## src/rtl/mips_pkg.sv

```systemverilog
// Shared constants for the MIPS register file and its pending-write scoreboard.
package mips_pkg;

    // Default register width and register-number width.
    localparam int DEF_DATA_W = 32;
    localparam int DEF_ADDR_W = 5;

    // Register count at the default register-number width.
    localparam int NUM_REGS = 2 ** DEF_ADDR_W;

    // r0 is hardwired to zero: never stored to, never marked busy.
    localparam logic [DEF_ADDR_W-1:0] REG_ZERO = 5'd0;

    // One-hot decode of a register number into a busy-sized vector.
    // When en is low the result is all zeros.
    function automatic logic [NUM_REGS-1:0] reg_onehot(
        input logic                  en,
        input logic [DEF_ADDR_W-1:0] idx
    );
        logic [NUM_REGS-1:0] v;
        v = '0;
        if (en) begin
            v[idx] = 1'b1;
        end
        return v;
    endfunction

endpackage

```

## src/rtl/mips_scoreboard.sv

```systemverilog
// Pending-write scoreboard: tracks which registers have an outstanding
// producer and blocks issue of any instruction that reads or rewrites one.
//
// Handshake: issue_valid / issue_stall form a valid/ready pair with
// ready = !issue_stall. An instruction transfers on a rising edge where
// issue_valid is high and issue_stall is low; issue_stall is only ever high
// while issue_valid is high, and the issuer must hold its request stable
// until it transfers.
module mips_scoreboard
    import mips_pkg::*;
#(
    parameter int ADDR_W = DEF_ADDR_W,
    parameter int REGS   = 2 ** ADDR_W
) (
    input  logic              clk,
    input  logic              rst,
    input  logic [ADDR_W-1:0] rs_addr,
    input  logic [ADDR_W-1:0] rt_addr,
    input  logic              issue_valid,
    input  logic              issue_we,
    input  logic [ADDR_W-1:0] issue_dst,
    input  logic              wb_en,
    input  logic [ADDR_W-1:0] wb_addr,
    output logic [REGS-1:0]   busy,
    output logic              issue_stall
);

    localparam logic [ADDR_W-1:0] ZERO_IDX = ADDR_W'(REG_ZERO);

    logic [REGS-1:0] busy_q;
    logic [REGS-1:0] busy_d;
    logic [REGS-1:0] clr_vec;
    logic [REGS-1:0] set_vec;
    logic [REGS-1:0] eff_busy;
    logic            hazard;
    logic            issue_accept;

    // Release decode: a same-cycle writeback frees its register immediately,
    // so a consumer may issue in the producer's writeback cycle.
    always_comb begin
        clr_vec = '0;
        if (wb_en) begin
            clr_vec[wb_addr] = 1'b1;
        end
        eff_busy = busy_q & ~clr_vec;
    end

    // Hazard detection: RAW on either source, plus WAW on the destination so
    // that no register ever has more than one outstanding producer.
    always_comb begin
        hazard = eff_busy[rs_addr]
               | eff_busy[rt_addr]
               | (issue_we & eff_busy[issue_dst]);
        issue_stall  = issue_valid & hazard;
        issue_accept = issue_valid & ~hazard;
    end

    // Next busy vector: clears first, then the new producer's set on top so
    // that set wins when one register is both retired and re-claimed.
    always_comb begin
        set_vec = '0;
        if (issue_accept && issue_we && (issue_dst != ZERO_IDX)) begin
            set_vec[issue_dst] = 1'b1;
        end
        busy_d           = (busy_q & ~clr_vec) | set_vec;
        busy_d[ZERO_IDX] = 1'b0;
    end

    // Busy state register; reset drops every pending write at once.
    always_ff @(posedge clk or posedge rst) begin
        if (rst) begin
            busy_q <= '0;
        end else begin
            busy_q <= busy_d;
        end
    end

    assign busy = busy_q;

endmodule

```

## src/rtl/mips_regfile.sv

```systemverilog
// MIPS general-purpose register file: storage array, two combinational read
// ports with write-through bypass, and the pending-write scoreboard.
module mips_regfile
    import mips_pkg::*;
#(
    parameter int DATA_W = DEF_DATA_W,
    parameter int ADDR_W = DEF_ADDR_W
) (
    input  logic                   clk,
    input  logic                   rst,
    input  logic [ADDR_W-1:0]      rs_addr,
    input  logic [ADDR_W-1:0]      rt_addr,
    output logic [DATA_W-1:0]      rs_data,
    output logic [DATA_W-1:0]      rt_data,
    input  logic                   issue_valid,
    input  logic                   issue_we,
    input  logic [ADDR_W-1:0]      issue_dst,
    output logic                   issue_stall,
    input  logic                   wb_en,
    input  logic [ADDR_W-1:0]      wb_addr,
    input  logic [DATA_W-1:0]      wb_data,
    output logic [(2**ADDR_W)-1:0] busy
);

    localparam int                REGS     = 2 ** ADDR_W;
    localparam logic [ADDR_W-1:0] ZERO_IDX = ADDR_W'(REG_ZERO);

    logic [DATA_W-1:0] regs [REGS];
    logic              wb_store;

    // Read-port selection: r0 reads zero, a matching writeback is forwarded,
    // otherwise the stored value.
    function automatic logic [DATA_W-1:0] read_port(
        input logic [ADDR_W-1:0] addr,
        input logic              fwd_en,
        input logic [ADDR_W-1:0] fwd_addr,
        input logic [DATA_W-1:0] fwd_data,
        input logic [DATA_W-1:0] stored
    );
        logic [DATA_W-1:0] v;
        if (addr == ZERO_IDX) begin
            v = '0;
        end else if (fwd_en && (fwd_addr == addr)) begin
            v = fwd_data;
        end else begin
            v = stored;
        end
        return v;
    endfunction

    // Writes to r0 are dropped here so the array never holds a nonzero r0.
    assign wb_store = wb_en && (wb_addr != ZERO_IDX);

    // Storage array; reset clears every register, losing any in-flight write.
    always_ff @(posedge clk or posedge rst) begin
        if (rst) begin
            for (int i = 0; i < REGS; i++) begin
                regs[i] <= '0;
            end
        end else if (wb_store) begin
            regs[wb_addr] <= wb_data;
        end
    end

    // Operand read ports with write-through bypass from the writeback bus.
    always_comb begin
        rs_data = read_port(rs_addr, wb_en, wb_addr, wb_data, regs[rs_addr]);
        rt_data = read_port(rt_addr, wb_en, wb_addr, wb_data, regs[rt_addr]);
    end

    mips_scoreboard #(
        .ADDR_W (ADDR_W),
        .REGS   (REGS)
    ) u_scoreboard (
        .clk         (clk),
        .rst         (rst),
        .rs_addr     (rs_addr),
        .rt_addr     (rt_addr),
        .issue_valid (issue_valid),
        .issue_we    (issue_we),
        .issue_dst   (issue_dst),
        .wb_en       (wb_en),
        .wb_addr     (wb_addr),
        .busy        (busy),
        .issue_stall (issue_stall)
    );

endmodule

```

## config.mk

```make
export PLATFORM = sky130hd
export DESIGN_NAME = mips_regfile
export DESIGN_NICKNAME = d
export VERILOG_FILES = /design/src/rtl/mips_pkg.sv /design/src/rtl/mips_scoreboard.sv /design/src/rtl/mips_regfile.sv
export SDC_FILE = /design/constraint.sdc
export NUM_CORES = 2
export LEC_CHECK = 0
export ABC_CLOCK_PERIOD_IN_PS = 36500
export CORE_ASPECT_RATIO = 0.9
export CORE_MARGIN = 4
export CORE_UTILIZATION = 51
export CTS_BUF_LIST = sky130_fd_sc_hd__clkbuf_4 sky130_fd_sc_hd__clkbuf_8 sky130_fd_sc_hd__clkbuf_16
export DETAILED_ROUTE_END_ITERATION = 8
export PLACE_DENSITY = 0.68
export SLEW_MARGIN = 20
export SYNTH_ARGS = -nofsm -noshare
export SYNTH_HDL_FRONTEND = slang
export SYNTH_SLANG_ARGS = --single-unit
```

## constraint.sdc

```tcl
create_clock -name clk -period 36.5 [get_ports clk]
set_input_delay 3.65 -clock clk [delete_from_list [all_inputs] [get_ports clk]]
set_output_delay 3.65 -clock clk [all_outputs]
set_load 0.05 [all_outputs]
```

==> metrics.txt <==
run status=completed; All-Layer GR Usage=between 20 and 30%; Max clock buf depth=3; unique cell type count in the Yosys netlist=60; area added between synthesis and finish=11.2%; final core utilization=57.2%; Crit Path Max Fanout=90; Final Cycle Share=34.0%; final clock skew=about 20 ps; H-tree Lvls=3; count leader, synth=dfrtp_1; critical-path cell list=buf_8 -> buf_4 -> buf_12 -> buf_4 -> mux4_2 -> mux4_2 -> mux2i_1 -> a211oi_1 -> clkdlybuf4s50_1; Residual DRC=0; worst setup path start=rs_addr[0]; Root Buffer=clkbuf_16; CTS tree=yes; DR iter-0 viols=about 3300; Worst setup SP type=input port; Yosys warning count=0; RSZ-0062 raised after global routing=false; asr flop ratio synth=between 90% and 100%; crit path kind=input port to primary output; clk_lat worst skew=710 ps; share of cells above drive strength 1=53.4%; Avg Inst Size Synth=approximately 15 um2; Mapped Nets=between 3000 and 4000; Achievable Freq=roughly 0.080 GHz; nets=~3700; Via Count=34800; cells taking the most area after synthesis=dfrtp_1 (46%), mux4_2 (25%), mux2_2 (19%), clkbuf_1 (2.0%), mux2i_1 (1.3%); Critical Path AT=between 8000 and 9000 ps; wire per inst=about 30 um; pin count of the biggest net entering global routing=170; P per Cell Area=about 57 mW/mm2; R2R Path Start=u_scoreboard.busy[22]; post_cts resized=0; Post-Route WL=between 150000 and 200000 um; area leader, netlist=dfrtp_1; Clock Pin Slew Worst Setup and Hold Paths=60 ps; dpl hpwl=between 80000 and 90000 um; FP Rows=around 120; die area=0.118 mm2; hold_buf cts=0; Die Wd=361 um; Core Region=0.111 mm2; die height=between 300 and 400 um; IO Pins=between 150 and 200; EDFF count, synth=0; gr ovfl total=0; postcts setup bufs=0; min-delay src=regs[1007]; DP Worst Slack=approximately 24000 ps; post-route setup TNS=0 ps; Cell Area, Synth=0.0572 mm2; initial antenna violation count=0; CTS buffer count=~110; Post-Synthesis Cells=approximately 3700; post-route ant nets=0; crit end category=primary output; PortBufs=approximately 150; final setup fails=0; Critical Path Slowest Stage Cell=buf_4; Worst slew margin=19.7%; n_diodes=0; Final WS setup=about 24000 ps; Worst Path Buf+Inv=5; Final Max Tran Viols=0; critical path's top delay family=buffers and inverters; Static Leakage=~27 nW; Max IR drop VDD=a little under 0.00004 V; global-route wire length before repair=roughly 240000 um; Crit path largest cell delay=850 ps; post-route minimum period=~12000 ps; Synth Flop Type=dfrtp_1; vias in the first global route=between 30000 and 40000; Vias per Instance=6.73; Final Hold Vio Count=0; gpl congestion=between 0.9 and 1; top post-synthesis cells by count=dfrtp_1 (1055), mux2_2 (961), mux4_2 (640); first-pass detailed-route iteration total=7; Yosys reg bits=between 1000 and 1500; hold crit path type=flip-flop to flip-flop; sequential area share after synthesis=a little under half; worst slew pin tran=roughly 1200 ps; share of the synthesized area in the top cell type=a little under half; Worst EP required=32850 ps; Max-Cap Viols=0; initial core utilization=between 50% and 60%; clock sinks=around 1100
-- stage by stage --
stage	power (mW)	area, um2	std cells	hold WS, ps
2_1_floorplan	2.18	57200	3705	441
3_3_place_gp	2.38	59700	4968	377
3_5_place_dp	2.41	59700	4968	382
4_1_cts	3.64	63700	5176	397
5_1_grt	3.77	63700	5176	406
6_report	3.62	63700	5176	394
-- layer usage --
metal  vias up  wire length [um]  GRT usage [%]
met1     19100             68600           39.9
li1      14200                 -              -
met5         -                 0              0
met2      1308             77200           44.3
met4         0              3820           6.31
met3       250             10300           4.71
-- cells in the final DEF (no fill, tap or decap), types with 29 or more instances in the layout --
cell type / instances
nand2_1: 143
mux4_2: 640
a211oi_1: 66
dfrtp_1: 1055
clkbuf_8: 29
clkbuf_16: 117
nor2_1: 87
buf_4: 67
mux2_2: 961
mux2i_1: 76
clkdlybuf4s50_1: 129
-- logic make-up after synthesis --
| group | after synthesis | synth area share (%) |
|---|---|---|
| compound gates | 175 | 2.39 |
| xor+xnor | 11 | 0.168 |
| buf+inv | 438 | 3.09 |
| flops | 1055 | 46.1 |
| mux | 1677 | 45.4 |
| other cells | 1 | 0.00655 |
| simple gates | 348 | 2.78 |
-- state kept, by name, indices dropped and copies added, names as in the netlist --
register,count
u_scoreboard.busy,31
regs,1024
-- area by class of cell --
type	instances	area [um2]
well taps	1475	1850
fillers	8640	47700
clock buffers	161	3440
flip-flops and latches	1055	26400
clock inverters	47	581
repair buffers	221	2040
inverters	5	32.5
multi-input cells	2212	29300
-- path summary, 6_finish.rpt --
check / to / slack, ps / cells after the start
worst max-delay path: rs_data[7] / 24080 / 9
worst min-delay path: regs[1007] / 390 / 0
worst max register to register: u_scoreboard.busy[31] / 34080 / 8
worst min register to register: regs[1007] / 390 / 0
max in group asynchronous: regs[874] / 29940 / 5
min in group asynchronous: u_scoreboard.busy[25] / 3480 / 2
-- power by group --
part	leakage (nW)	switching [mW]	total, mW	internal (mW)
Combinational	11.6	0.363	0.841	0.478
Clock	2.02	0.489	1.23	0.744
Sequential	13.6	0.158	1.55	1.39
Total	27.2	1.01	3.62	2.61
Power figures use the tool's default switching activity.
